## config.mk

```make
export PLATFORM = sky130hd
export DESIGN_NAME = pll_lock_seq
export DESIGN_NICKNAME = d
export VERILOG_FILES = /design/src/rtl/pll_lock_seq.sv
export SDC_FILE = /design/constraint.sdc
export NUM_CORES = 1
export LEC_CHECK = 0
export ABC_AREA = 1
export ABC_CLOCK_PERIOD_IN_PS = 2700
export BUFFER_PORTS_ARGS = -buffer_cell sky130_fd_sc_hd__clkbuf_2
export CORE_ASPECT_RATIO = 0.9
export CORE_MARGIN = 3
export CORE_UTILIZATION = 52
export CTS_CLUSTER_SIZE = 10
export DETAILED_ROUTE_END_ITERATION = 6
export GPL_TIMING_DRIVEN = 0
export PLACE_DENSITY = 0.74
export SYNTH_ARGS = -nofsm -noshare
export SYNTH_HDL_FRONTEND = slang
export SYNTH_SLANG_ARGS = --single-unit
```

## constraint.sdc

```tcl
create_clock -name clk -period 2.7 [get_ports clk]
set_clock_uncertainty 0.2 [all_clocks]
set_input_delay 0.54 -clock clk [delete_from_list [all_inputs] [get_ports clk]]
set_output_delay 0.54 -clock clk [all_outputs]
set_load 0.03 [all_outputs]
```

## src/rtl/pll_lock_seq.sv

```systemverilog
// PLL start-up / recovery sequencer: hold PLL in reset, wait for lock with timeout,
// require stable lock before releasing sys_reset. Define PLL_SEQ_FAULT_EN to enable the FAULT state.
module pll_lock_seq #(
  parameter int RST_HOLD_CYCLES     = 16,
  parameter int LOCK_TIMEOUT_CYCLES = 100000,
  parameter int STABLE_CYCLES       = 1024,
  parameter int MAX_RETRY           = 4
) (
  input  logic       clk,
  input  logic       s_reset_n,
  input  logic       pll_locked,
  input  logic       ext_req,
  output logic       pll_reset,
  output logic       sys_reset,
  output logic [2:0] state,
  output logic [2:0] retry_cnt,
  output logic       lock_lost,
  output logic       fault
);

  typedef enum logic [2:0] {
    ST_HOLD   = 3'd0,
    ST_WAIT   = 3'd1,
    ST_STABLE = 3'd2,
    ST_RUN    = 3'd3,
    ST_FAULT  = 3'd4
  } state_e;

  localparam int CNT_MAX_A = (RST_HOLD_CYCLES > LOCK_TIMEOUT_CYCLES) ? RST_HOLD_CYCLES
                                                                     : LOCK_TIMEOUT_CYCLES;
  localparam int CNT_MAX   = (CNT_MAX_A > STABLE_CYCLES) ? CNT_MAX_A : STABLE_CYCLES;
  localparam int CNT_W     = (CNT_MAX > 1) ? $clog2(CNT_MAX) : 1;

  localparam logic [CNT_W-1:0] HOLD_LAST    = CNT_W'(RST_HOLD_CYCLES - 1);
  localparam logic [CNT_W-1:0] TIMEOUT_LAST = CNT_W'(LOCK_TIMEOUT_CYCLES - 1);
  localparam logic [CNT_W-1:0] STABLE_LAST  = CNT_W'(STABLE_CYCLES - 1);

  if (RST_HOLD_CYCLES < 1 || LOCK_TIMEOUT_CYCLES < 4 || STABLE_CYCLES < 1 || MAX_RETRY < 1)
  begin : g_param_check
    $error("pll_lock_seq: cycle parameter out of range");
  end

  logic             lock_s1_q, lock_s2_q;
  logic             req_s1_q, req_s2_q;
  logic             locked_s, req_s;
  state_e           state_q, state_d;
  logic [CNT_W-1:0] cnt_q, cnt_d;
  logic [2:0]       retry_q, retry_d;
  logic             pll_reset_q, pll_reset_d;
  logic             sys_reset_q, sys_reset_d;
  logic             lost_q, lost_d;

  assign locked_s = lock_s2_q;
  assign req_s    = req_s2_q;

`ifdef PLL_SEQ_FAULT_EN
  logic fault_q;
  logic retry_at_limit;
  assign retry_at_limit = ({29'd0, retry_q} + 32'd1) == 32'(MAX_RETRY);
`endif

  always_comb begin
    state_d = state_q;
    retry_d = retry_q;
    lost_d  = 1'b0;
    if (req_s) begin
      state_d = ST_HOLD;
      retry_d = '0;
    end else begin
      case (state_q)
        ST_HOLD: begin
          if (cnt_q == HOLD_LAST) state_d = ST_WAIT;
        end
        ST_WAIT: begin
          if (locked_s) begin
            state_d = ST_STABLE;
          end else if (cnt_q == TIMEOUT_LAST) begin
            retry_d = (retry_q == 3'd7) ? retry_q : retry_q + 3'd1;
            state_d = ST_HOLD;
`ifdef PLL_SEQ_FAULT_EN
            if (retry_at_limit) state_d = ST_FAULT;
`endif
          end
        end
        ST_STABLE: begin
          // A lock dropout restarts the stability window without counting as a failed attempt.
          if (!locked_s) begin
            state_d = ST_WAIT;
          end else if (cnt_q == STABLE_LAST) begin
            state_d = ST_RUN;
            retry_d = '0;
          end
        end
        ST_RUN: begin
          if (!locked_s) begin
            state_d = ST_HOLD;
            lost_d  = 1'b1;
          end
        end
`ifdef PLL_SEQ_FAULT_EN
        ST_FAULT: state_d = ST_FAULT;
`endif
        default: state_d = ST_HOLD;
      endcase
    end

    // RUN and FAULT have no terminal count, so the counter parks at zero there.
    if (req_s || (state_d != state_q) || (state_q == ST_RUN) || (state_q == ST_FAULT)) begin
      cnt_d = '0;
    end else begin
      cnt_d = cnt_q + 1'b1;
    end

    pll_reset_d = (state_d == ST_HOLD) || (state_d == ST_FAULT);
    sys_reset_d = (state_d != ST_RUN);
  end

  always_ff @(posedge clk) begin
    if (!s_reset_n) begin
      lock_s1_q   <= 1'b0;
      lock_s2_q   <= 1'b0;
      req_s1_q    <= 1'b0;
      req_s2_q    <= 1'b0;
      state_q     <= ST_HOLD;
      cnt_q       <= '0;
      retry_q     <= '0;
      pll_reset_q <= 1'b1;
      sys_reset_q <= 1'b1;
      lost_q      <= 1'b0;
    end else begin
      lock_s1_q   <= pll_locked;
      lock_s2_q   <= lock_s1_q;
      req_s1_q    <= ext_req;
      req_s2_q    <= req_s1_q;
      state_q     <= state_d;
      cnt_q       <= cnt_d;
      retry_q     <= retry_d;
      pll_reset_q <= pll_reset_d;
      sys_reset_q <= sys_reset_d;
      lost_q      <= lost_d;
    end
  end

`ifdef PLL_SEQ_FAULT_EN
  always_ff @(posedge clk) begin
    if (!s_reset_n) begin
      fault_q <= 1'b0;
    end else begin
      fault_q <= (state_d == ST_FAULT);
    end
  end
  assign fault = fault_q;
`else
  assign fault = 1'b0;
`endif

  assign pll_reset = pll_reset_q;
  assign sys_reset = sys_reset_q;
  assign state     = state_q;
  assign retry_cnt = retry_q;
  assign lock_lost = lost_q;

endmodule

```

# [Word-level counts from Yosys, hierarchy flattened]
# Cells that the tools add are included.
[totals] regBits=30 input_bits=4 out_inout_bits=10 elab_cells=56
[classes] add_sub_neg=2 n_eq_ne=16 n_mux=15 bitwise_logic=2 reduce_logical=11
[ops] operator="3-bit two-way mux" count=12
[ops] operator="17-bit by 1-bit adder with 17-bit output, second input constant" count=1
[ops] operator="17-bit by 10-bit == test with 1-bit output, second input constant" count=1
[ops] operator="17-bit == test, second input constant" count=1
[ops] operator="17-bit by 4-bit == test with 1-bit output, second input constant" count=1
[ops] operator="3-bit case mux with 4 select lines" count=1
[ops] operator="2-bit != test, second input constant" count=5
[ops] operator="3-bit == test, second input constant" count=3
[ops] operator="3-bit by 2-bit == test with 1-bit output, second input constant" count=2
[ops] operator="3-bit logical NOT" count=2
[ops] operator="3-bit case mux with 2 select lines" count=1
[ops] operator="6-bit AND reduction" count=1
[ops] operator="1-bit logical OR" count=4
[ops] operator="2-bit OR reduction" count=2
[ops] operator="3-bit by 1-bit adder with 3-bit output, second input constant" count=1
[ops] operator="3-bit by 1-bit == test with 1-bit output, second input constant" count=1
[ops] operator="3-bit by 2-bit != test with 1-bit output, second input constant" count=1
[ops] operator="3-bit != test" count=1
[ops] operator="3-bit OR reduction" count=1
[ops] operator="1-bit NOT" count=2
[ops] operator="2-bit nonzero test" count=1
[ops] operator="1-bit two-way mux" count=1

# [Logic depth before layout (Yosys ltp)]
# Gate-level depths: netlist of run 1.
[logic_depth] ltp_word=10 ltp_mapped=12 mapped_depth_nobuf=11

# [Least setup slack after synthesis of run 1]
# OpenSTA, ideal clock, no wires.
[synth_timing] path_type="register -> register" from="reg retry_q[0], in the netlist retry_cnt[0]" to="reg retry_q[0], in the netlist retry_cnt[0]" setup_ns=0.116 t_arrival_ns=1.584 required_time_ns=2.384 path_slack_ns=0.800 stages_incl_launch_ff=8 path_buffers=0 synth_period_minus_slack_ns=1.900 cell_sequence="dfxtp_1 > ha_1 > ha_1 > or2_2 > o22ai_1 > o21ai_0 > o21ai_0 > nor2_1"
[synth_between] elab_chain_cells=5 elab_cells_between_ends=8 cone_classes="add/sub (1); eq/ne (2); mux (4); reduce/logical (1)"
[synth_rtl] element="start: declaration" line_no="48" text="logic [2:0] retry_q, retry_d;"
[synth_rtl] element="start signal: assignment" line_no="137" text="retry_q <= retry_d;"
[synth_rtl] element="3-bit by 1-bit adder with 3-bit output" line_no="78" text="retry_d = (retry_q == 3'd7) ? retry_q : retry_q + 3'd1;"
[synth_rtl] element="3-bit two-way mux" line_no="78"
[synth_rtl] element="3-bit two-way mux" line_no="77" text="end else if (cnt_q == TIMEOUT_LAST) begin"
[synth_rtl] element="3-bit two-way mux" line_no="75" text="if (locked_s) begin"
[synth_rtl] element="3-bit case mux with 2 select lines" line_no="70" text="case (state_q)"
# Parallel ways exist; a longest one is shown, timed or not. The select of a mux whose other input is x is not followed.
# A chain may end at the register's enable or synchronous reset.

# [Worst setup path in the final report of run 1]
[layout_timing] from="reg cnt_q[0]" to="reg cnt_q[14]"
[layout_between] elab_chain_cells=10 elab_cells_between_ends=16 cone_classes="add/sub (1); eq/ne (4); mux (7); reduce/logical (4)"
[layout_rtl] element="start: declaration" line_no="47" text="logic [CNT_W-1:0] cnt_q, cnt_d;"
[layout_rtl] element="start signal: assignment" line_no="136" text="cnt_q <= cnt_d;"
[layout_rtl] element="17-bit by 10-bit == test with 1-bit output or 17-bit == test (tied branches)" line_no="89, 77"
[layout_rtl] element="3-bit two-way mux, on equally long branches" line_no="89, 77"
[layout_rtl] element="3-bit two-way mux, on equally long branches" line_no="87, 75"
[layout_rtl] element="3-bit case mux with 4 select lines" line_no="70"
[layout_rtl] element="3-bit two-way mux" line_no="66" text="if (req_s) begin"
[layout_rtl] element="3-bit != test" line_no="108" text="if (req_s || (state_d != state_q) || (state_q == ST_RUN) || (state_q == ST_FAULT)) begin"
[layout_rtl] element="1-bit logical OR (3 in series)" line_no="108"
[layout_rtl] element="2-bit OR reduction (no line)"
# Parallel ways exist; a longest one is shown, timed or not.

==> impl_metrics.csv, run 1 <==
group,metric,value,unit
status,status,"finished, final reports clean",
run,maxCapViolCount,0,
global_route,overflow,0,
power_and_ir_drop,power_leakage,0.654,nW
worst_setup_path,slowest_stage,"dfxtp_1",
yosys,seq_area_frac_synth,0.403,
yosys,synth_most_common_cell,"inv_1",
yosys,ys.flop_type,"dfxtp_1",
yosys,avgSynthCellArea,7.76,um^2
floorplanning,die_h,56.8,um
floorplanning,num_rows,17,
yosys,synth_common_cells,"32 x inv_1, 30 x dfxtp_1, 26 x nor2_1, 22 x nand2_1, 15 x nand3_1",
yosys,syn_inst,192,
timing,hold_viol_final,0,
worst_setup_path,critPathMaxFanout,4,
final_layout,layout-drive-gt1-share,0.212,
power_and_ir_drop,p_clk_frac,0.327,
drt,ant_nets,0,
power_and_ir_drop,power_frac_comb,0.045,
yosys,yosys.area.top_type,"dfxtp_1",
yosys,yosys-top-cells-area,"dfxtp_1 40%, inv_1 8.1%, xor2_1 7.1%",
yosys,synth_edf_count,0,
final_layout,area_growth_syn_to_layout,10.7,%
place,dpl.hpwl,2040,um
drt,drt-total-wl,2690,um
worst_setup_path,path_class,"flop to flop",
yosys,syn_area,1490,um^2
worst_setup_path,worstRegToRegCells,7,
global_route,track_usage,0.177,
clock_tree,path_clk_slew,0.09,ns
worst_setup_path,worst_setup_path_end_kind,"flop",
power_and_ir_drop,p_int,551,uW
global_route,grt_first_pass_wirelength,4890,um
worst_setup_path,crit_required,2.72,ns
worst_setup_path,startpoint_type,"flop",
place,placed_cells,243,
clock_tree,cts_hold_buf,0,
clock_tree,cts.sink_count,30,
clock_tree,htreeDepth,2,
drt,wire_per_inst,10.8,um
floorplanning,start_util,0.574,
final_layout,antennaDiodeCount,0,
yosys,synth_top_area_share,0.403,
drt,viasPerCell,4.75,
drt,vias,1187,
clock_tree,post_cts_resized,0,
worst_setup_path,crit_buf_inv,0,
worst_setup_path,rrSetupSlack,0.65,ns
power_and_ir_drop,vdd_ir_drop_max,0.387,mV
power_and_ir_drop,p_sw,166,uW
clock_tree,clockRootBuffer,"clkbuf_4",
timing,fin_crit,2.05,ns
timing,drv_slew,0,
timing,period_share,0.760,
yosys,ys_async_sr_fraction,0,
global_route,grt_max_degree,11,
yosys,ys_ff_latch,30,
place,gp_congestion,0.861,
global_route,antenna_found_initial,0,
worst_setup_path,crit_family,"simple AND/OR/NAND/NOR gates",
timing,fin_tns_setup,0,ns
place,io_buffer_count,12,
worst_setup_path,cp_slowest_stage_delay,0.37,ns
global_route,grt_pass1_vias,1123,
clock_tree,clk_latency,0.32,ns
timing,fmax,487,MHz
min_path,hold-path-cell-count,3,
worst_setup_path,critPathArrivalTime,2.07,ns
clock_tree,clock_path_buffers,2,
clock_tree,cts_tree,"built",
power_and_ir_drop,swShare,0.232,
floorplanning,io_pins,14,
drt,drt-initial-drc-count,66,
clock_tree,cts_setup_buffers,0,
yosys,yosysWarnings,0,
min_path,min_path_type,"input pin to flop",
power_and_ir_drop,power.density,435,nW/um^2
yosys,ys_types,27,
drt,drc,0,
power_and_ir_drop,pwr-share-seq,0.628,
clock_tree,cts_made_buffers,5,
drt,dr.pass1.iters,4,
floorplanning,core_area,2590,um^2
final_layout,instances_no_fill,250,
worst_setup_path,crit_chain,"ha_1 > nand3_1 > nor3_1 > nand4_1 > nor3_1 > xor2_1 > nor2_2",
floorplanning,die_area,3550,um^2
worst_setup_path,crit_top_cell,"nor3_1",
floorplanning,fp.dieW,62.4,um
final_layout,final_nets,219,
final_layout,fillers,239,
timing,setup-violations-final,0,
timing,rsz0062_at_grt,"no",
worst_setup_path,cp.depth,7,
-- metrics by stage --
stage	utilization	hold WS [ns]	worst slack, ns	power [mW]	area [um^2]
floorplan	-	0.190	0.800	0.485	1490
finish	0.635	0.206	0.648	0.717	1650
detailed placement	0.617	0.205	0.694	0.493	1600
global placement	0.617	0.197	0.716	0.492	1600
global route	0.635	0.203	0.450	0.754	1650
CTS	0.635	0.193	0.654	0.727	1650
-- kinds of logic after synthesis --
family,synth area share
buf+inv,0.103
other cells,0.00252
xor+xnor,0.0882
fa+ha+maj,0.0252
compound gates,0.0302
flops,0.403
mux,0.00672
simple gates,0.341
-- area by class of cell --
cell class              count  area [um^2]  share of cell area
repair buffers             12         60.1              0.0364
inverters                  35          131              0.0797
plain buffers               2         22.5              0.0137
flip-flops and latches     30          601               0.364
well taps                  38         47.5              0.0288
clock buffers               5         37.5              0.0228
multi-input cells         126          739               0.448
clock inverters             2         10.0             0.00607
-- tightest hold or removal path, cell delays in order --
cell and delay, ns:
clkbuf_2 0.08, nand2_1 0.04, inv_1 0.04
-- flip-flops by register name (all words and copies together) (netlist names) --
name and flops:
sys_reset 1, lock_s2_q 1, lock_s1_q 1, pll_reset 1, req_s1_q 1, retry_cnt 3, req_s 1, state 3
lock_lost 1, cnt_q 17
-- final timing paths --
kind,from,to
worst min-delay path,ext_req,req_s1_q
worst max register to register,cnt_q[0],cnt_q[14]
worst min register to register,req_s1_q,req_s
worst max-delay path,cnt_q[0],cnt_q[14]
-- cells in the final DEF, fill, tap and decap left out, drive strengths merged, types with 2 or more instances in the layout --
cell type / netlist / routed
xor2: 12 / 12
nand2: 24 / 24
nor3: 8 / 8
o21ai: 5 / 5
buf: 2 / 2
ha: 3 / 3
nand3: 18 / 18
nor2: 40 / 40
inv: 34 / 34
conb: 1 / 2
clkbuf: 0 / 17
clkinv: 1 / 3
nand4: 5 / 5
a21oi: 2 / 2
dfxtp: 30 / 30
xnor2: 3 / 3
-- power groups by stage --
stage	logic, mW	registers [mW]	clock network, mW
detailed placement	0.0319	0.461	0
CTS	0.0323	0.451	0.244
finish	0.0320	0.451	0.235
global placement	0.0310	0.461	0
floorplan	0.0229	0.462	0
global route	0.0361	0.452	0.266
-- routing by layer --
layer | wire length [um] | GRT usage | up-vias
met4 | 48 | 0.0818 | 0
met5 | 0 | 0 | -
met2 | 1240 | 0.272 | 34
met1 | 1220 | 0.224 | 515
met3 | 190 | 0.0580 | 5
li1 | - | - | 633
Note: power is estimated with default switching activity, not from simulation.
==> inputs of run 2 (changes only) <==
--- a/config.mk
+++ b/config.mk
@@ -6,7 +6,7 @@
 export NUM_CORES = 1
 export LEC_CHECK = 0
 export ABC_AREA = 1
-export ABC_CLOCK_PERIOD_IN_PS = 2700
+export ABC_CLOCK_PERIOD_IN_PS = 2000
 export BUFFER_PORTS_ARGS = -buffer_cell sky130_fd_sc_hd__clkbuf_2
 export CORE_ASPECT_RATIO = 0.9
 export CORE_MARGIN = 3
==> constraint.sdc (replaced) <==
create_clock -name clk -period 2 [get_ports clk]
set_clock_uncertainty 0.2 [all_clocks]
set_input_delay 0.4 -clock clk [delete_from_list [all_inputs] [get_ports clk]]
set_output_delay 0.4 -clock clk [all_outputs]
set_load 0.03 [all_outputs]
==> run 2 against run 1 <==
- flip-flop and latch count unchanged
- die area unchanged
- global-route usage up 0.59 points
- highest routed layer unchanged
- first-iteration DRC count down 3.0%
- critical path type unchanged
- non-clock buffer count up 6
- routed wire length up 9.4%
- register-to-register slack worse by 0.52 ns
==> impl_metrics.csv, run 2 (same netlist as run 1, synthesis figures left out) <==
group,metric,value,unit
status,status,"finished, final reports clean",
timing,drv_slew,0,
power_and_ir_drop,power.density,564,nW/um^2
timing,setup_ws,0.132,ns
run,maxCapViolCount,0,
drt,vias,1255,
worst_setup_path,critPathArrivalTime,1.88,ns
floorplanning,start_util,0.574,
power_and_ir_drop,power_leakage,0.684,nW
place,io_buffer_count,12,
place,placed_cells,243,
global_route,overflow,0,
drt,dr_wl_met2,1430,um
timing,hold_viol_final,0,
worst_setup_path,worst_setup_path_end_kind,"flop",
worst_setup_path,crit_required,2.02,ns
final_layout,antennaDiodeCount,0,
drt,drc,0,
drt,drt-initial-drc-count,64,
final_layout,final_cell_mix,"32 x inv_1, 28 x dfxtp_1, 25 x nor2_1",
power_and_ir_drop,power,983,uW
worst_setup_path,startpoint_type,"flop",
floorplanning,core_area,2590,um^2
min_path,hold_start,"ext_req",
drt,drt-total-wl,2950,um
floorplanning,fp.dieW,62.4,um
floorplanning,io_pins,14,
clock_tree,clock_path_buffers,2,
final_layout,finalInstanceArea,1740,um^2
worst_setup_path,crit_path_start,"cnt_q[0]",
place,dpl.hpwl,2040,um
global_route,grt_max_degree,11,
worst_setup_path,path_class,"flop to flop",
final_layout,final_nets,225,
clock_tree,cts_hold_buf,0,
drt,ant_nets,0,
timing,period_share,0.934,
drt,viasPerCell,4.90,
power_and_ir_drop,vdd_ir_drop_max,0.443,mV
timing,fmax,535,MHz
place,placed_cell_area,1600,um^2
global_route,grt_first_pass_wirelength,5060,um
clock_tree,cts.sink_count,30,
drt,met1Wirelength,1310,um
min_path,min_path_type,"input pin to flop",
floorplanning,die_h,56.8,um
clock_tree,cts_tree,"built",
final_layout,regMostFlops,"cnt_q",
clock_tree,htreeDepth,2,
floorplanning,num_rows,17,
final_layout,area_growth_syn_to_layout,17.0,%
final_layout,largest_reg_flops,17,
drt,highest_layer,"met4",
timing,hold_ws,0.0586,ns
timing,setup-violations-final,0,
timing,fin_crit,1.87,ns
final_layout,instances_no_fill,256,
place,gp_congestion,0.861,
place,dp_slack,-0.00639,ns
worst_setup_path,critPathMaxFanout,10,
clock_tree,clk_latency,0.33,ns
clock_tree,cts_made_buffers,5,
drt,dr.pass1.iters,6,
drt,wire_per_inst,11.5,um
drt,wl_met3,171,um
final_layout,layout-drive-gt1-share,0.275,
global_route,track_usage,0.183,
worst_setup_path,timing.rr.start,"cnt_q[0]",
final_layout,layout_commonest_cell,"inv_1",
global_route,grt_pass1_vias,1160,
final_layout,fillers,218,
global_route,antenna_found_initial,0,
clock_tree,path_clk_slew,0.09,ns
clock_tree,clockRootBuffer,"clkbuf_4",
floorplanning,die_area,3550,um^2
[run 2: final timing paths]
kind                                  end  slack [ns]  cells past startpoint
worst max-delay path             cnt_q[6]        0.13                     11
worst max register to register   cnt_q[6]        0.13                     11
worst min register to register  lock_s2_q        0.22                      2
worst min-delay path             req_s1_q        0.06                      3
[run 2: metrics by stage]
step	util	TNS (ns)
3_3_place_gp	0.617	0
3_5_place_dp	0.617	-0.00975
2_1_floorplan	-	0
6_report	0.672	0
4_1_cts	0.650	0
5_1_grt	0.672	-0.0492
[run 2: layout make-up]
cell class	count	area (um^2)	share of cell area
plain buffers	2	27.5	0.0158
repair buffers	18	105	0.0603
well taps	38	47.5	0.0273
inverters	35	131	0.0754
clock buffers	5	37.5	0.0215
flip-flops and latches	30	606	0.347
clock inverters	2	10.0	0.00574
multi-input cells	126	778	0.447
[run 2: repair_timing]
item / 4_1_cts / 5_1_grt
resized for setup: 3 / 9
gates cloned: 0 / 0
buffers inserted: 3 / 3
setup endpoints to repair: 11 / 19
pin swaps: 1 / 2
[run 2: power by group]
| part | switching, mW | internal [mW] | leakage (nW) | total, mW |
|---|---|---|---|---|
| registers | 0.00568 | 0.603 | 0.244 | 0.609 |
| clock network | 0.193 | 0.126 | 0.0308 | 0.319 |
| logic | 0.0316 | 0.0229 | 0.408 | 0.0545 |
[run 2: layer usage]
layer / GRT usage / vias to the layer above
met3: 0.0580 / 5
li1: - / 645
met2: 0.289 / 32
met1: 0.230 / 573
met4: 0.0755 / 0
met5: 0 / -
[run 2: critical path, stage by stage, from the launching register on]
cell     delay, ns
dfxtp_4       0.37
ha_4          0.15
nand2_1       0.06
nor2_2        0.15
nand3_1       0.13
nand2_1       0.09
nand3_2       0.11
nand2_2       0.09
nand2_2       0.06
nand3_4       0.12
buf_12        0.17
nor2_4        0.03
==> inputs of run 3 (changes only) <==
--- a/config.mk
+++ b/config.mk
@@ -8,13 +8,15 @@
 export ABC_AREA = 1
 export ABC_CLOCK_PERIOD_IN_PS = 2000
 export BUFFER_PORTS_ARGS = -buffer_cell sky130_fd_sc_hd__clkbuf_2
+export CELL_PAD_IN_SITES_DETAIL_PLACEMENT = 2
+export CELL_PAD_IN_SITES_GLOBAL_PLACEMENT = 2
 export CORE_ASPECT_RATIO = 0.9
 export CORE_MARGIN = 3
-export CORE_UTILIZATION = 52
+export CORE_UTILIZATION = 34
 export CTS_CLUSTER_SIZE = 10
 export DETAILED_ROUTE_END_ITERATION = 6
 export GPL_TIMING_DRIVEN = 0
-export PLACE_DENSITY = 0.74
+export PLACE_DENSITY = 0.81
 export SYNTH_ARGS = -nofsm -noshare
 export SYNTH_HDL_FRONTEND = slang
 export SYNTH_SLANG_ARGS = --single-unit
==> run 3 against run 2 <==
- the run now ends with setup timing left
- core utilization is 19 points lower
- clock power is 68% higher
- register-to-register slack worse by 0.15 ns
- largest power group unchanged
==> impl_metrics.csv, run 3 (same netlist as run 1, synthesis figures left out) <==
group,metric,value,unit
worst_setup_path,slowest_stage,"dfxtp_2",
timing,setup-violations-final,13,
drt,wire_per_inst,20.5,um
drt,drc,0,
timing,hold_viol_final,0,
drt,drt-total-wl,5790,um
clock_tree,path_clk_slew,0.08,ns
clock_tree,clk_latency,0.30,ns
timing,fin_crit,2.02,ns
drt,vias,1383,
status,status,"finished with violations",
power_and_ir_drop,pwr-share-seq,0.499,
final_layout,multiInputGateArea,897,um^2
power_and_ir_drop,p_clk_frac,0.438,
global_route,antenna_found_initial,0,
place,dpl.hpwl,2970,um
timing,fmax,495,MHz
worst_setup_path,critPathMaxFanout,5,
global_route,grt_pass1_vias,1462,
global_route,met2_usage,0.319,
final_layout,antennaDiodeCount,0,
worst_setup_path,crit_buf_inv,1,
run,maxCapViolCount,0,
final_layout,fillers,468,
floorplanning,die_area,5210,um^2
final_layout,area_growth_syn_to_layout,33.8,%
place,gp_congestion,0.828,
global_route,grt_max_degree,10,
final_layout,layout_commonest_cell,"inv_1",
final_layout,layout-drive-gt1-share,0.410,
global_route,met3_usage,0.0391,
worst_setup_path,critPathArrivalTime,2.01,ns
timing,drv_slew,0,
place,placed_cell_area,1630,um^2
power_and_ir_drop,power.density,614,nW/um^2
power_and_ir_drop,power_frac_comb,0.062,
timing,hold_ws,0.100,ns
drt,drt-initial-drc-count,70,
power_and_ir_drop,swShare,0.254,
final_layout,largest_reg_flops,17,
drt,viasPerCell,4.90,
timing,period_share,1.01,
final_layout,final_nets,228,
worst_setup_path,path_class,"flop to flop",
worst_setup_path,crit_chain,"ha_4 > nand2_4 > nor2_4 > nand3_2 > nand2_1 > nand3_2 > nand2_2 > nand2_2 > nand3_4 > buf_6 > nor2_4",
clock_tree,cts.sink_count,30,
drt,ant_nets,0,
clock_tree,clock_path_buffers,2,
drt,dr.pass1.iters,4,
final_layout,final_cell_mix,"30 x inv_1, 21 x dfxtp_1, 20 x nand2_1",
global_route,overflow,0,
floorplanning,core_area,4160,um^2
min_path,min_path_type,"input pin to flop",
floorplanning,io_pins,14,
worst_setup_path,startpoint_type,"flop",
status,violations,"setup timing",
floorplanning,fp.dieW,75.8,um
final_layout,regMostFlops,"cnt_q",
power_and_ir_drop,power_leakage,0.775,nW
floorplanning,die_h,68.8,um
timing,setup_ws,-0.0206,ns
worst_setup_path,worst_setup_path_end_kind,"flop",
final_layout,finalInstanceArea,1990,um^2
power_and_ir_drop,vdd_ir_drop_max,0.473,mV
clock_tree,cts_made_buffers,5,
global_route,track_usage,0.186,
floorplanning,start_util,0.359,
worst_setup_path,crit_required,1.99,ns
global_route,top_usage_layer,"met2",
clock_tree,htreeDepth,2,
place,io_buffer_count,12,
global_route,grt_first_pass_wirelength,7140,um
power_and_ir_drop,p_int,913,uW
timing,rsz0062_at_grt,"yes",
worst_setup_path,cp_slowest_stage_delay,0.37,ns
floorplanning,num_rows,22,
clock_tree,clockRootBuffer,"clkbuf_8",
power_and_ir_drop,p_sw,311,uW
worst_setup_path,crit_family,"simple AND/OR/NAND/NOR gates",
final_layout,regArea,612,um^2
global_route,grtUsageMet1,0.229,
clock_tree,cts_tree,"built",
## run 3: cell types whose count changed in the layout (fill, tap and decap cells not counted), sizes merged
| cell | change |
|---|---|
| buf | +3 |
| clkinv | -1 |
| clkbuf | +2 |
## run 3: area by class of cell
cell class / count / area share
well taps: 60 / 0.0377
repair buffers: 21 / 0.0797
plain buffers: 2 / 0.0138
inverters: 35 / 0.0659
multi-input cells: 126 / 0.450
clock inverters: 1 / 0.00251
flip-flops and latches: 30 / 0.307
clock buffers: 7 / 0.0433
## run 3: timing repair
| item | in CTS | in global routing |
|---|---|---|
| pin swaps | 3 | 7 |
| endpoints found under the setup margin | 13 | 19 |
| cloned | 1 | 0 |
| endpoints found under the hold margin | 0 | 0 |
| hold buffers | 0 | 0 |
| buffers inserted | 4 | 4 |
| gates resized for setup | 13 | 40 |
## run 3: final timing paths
path,from,end,slack [ns],cells after the start
max,cnt_q[0],cnt_q[2],-0.02,11
min,ext_req,req_s1_q,0.10,3
max reg2reg,cnt_q[0],cnt_q[2],-0.02,11
min reg2reg,req_s1_q,req_s,0.23,2
## run 3: tightest hold or removal path, stage by stage
cell      delay (ns)
clkbuf_2        0.08
nand2_1         0.05
inv_1           0.05
## run 3: metrics by stage
step / instances / util / setup WS [ns] / power (mW) / setup TNS (ns)
finish: 282 / 0.480 / -0.0206 / 1.22 / -0.171
global route: 282 / 0.480 / -0.150 / 1.25 / -2.39
detailed placement: 265 / 0.392 / -0.179 / 0.668 / -0.915
CTS: 278 / 0.439 / 0.0208 / 1.19 / 0
floorplan: 193 / - / 0.0995 / 0.655 / 0
global placement: 265 / 0.392 / -0.0206 / 0.665 / -0.0552
## run 3: power by group through the flow
stage / logic (mW) / registers, mW / clock network (mW)
CTS: 0.0631 / 0.610 / 0.517
floorplan: 0.0309 / 0.624 / 0
detailed placement: 0.0453 / 0.623 / 0
finish: 0.0763 / 0.611 / 0.537
global route: 0.0819 / 0.612 / 0.555
global placement: 0.0426 / 0.622 / 0
## run 3: metal layers
layer / up-vias / part of all wire
met5: - / 0
met4: 0 / 0.029
met3: 16 / 0.027
met2: 26 / 0.55
met1: 693 / 0.39
li1: 648 / -
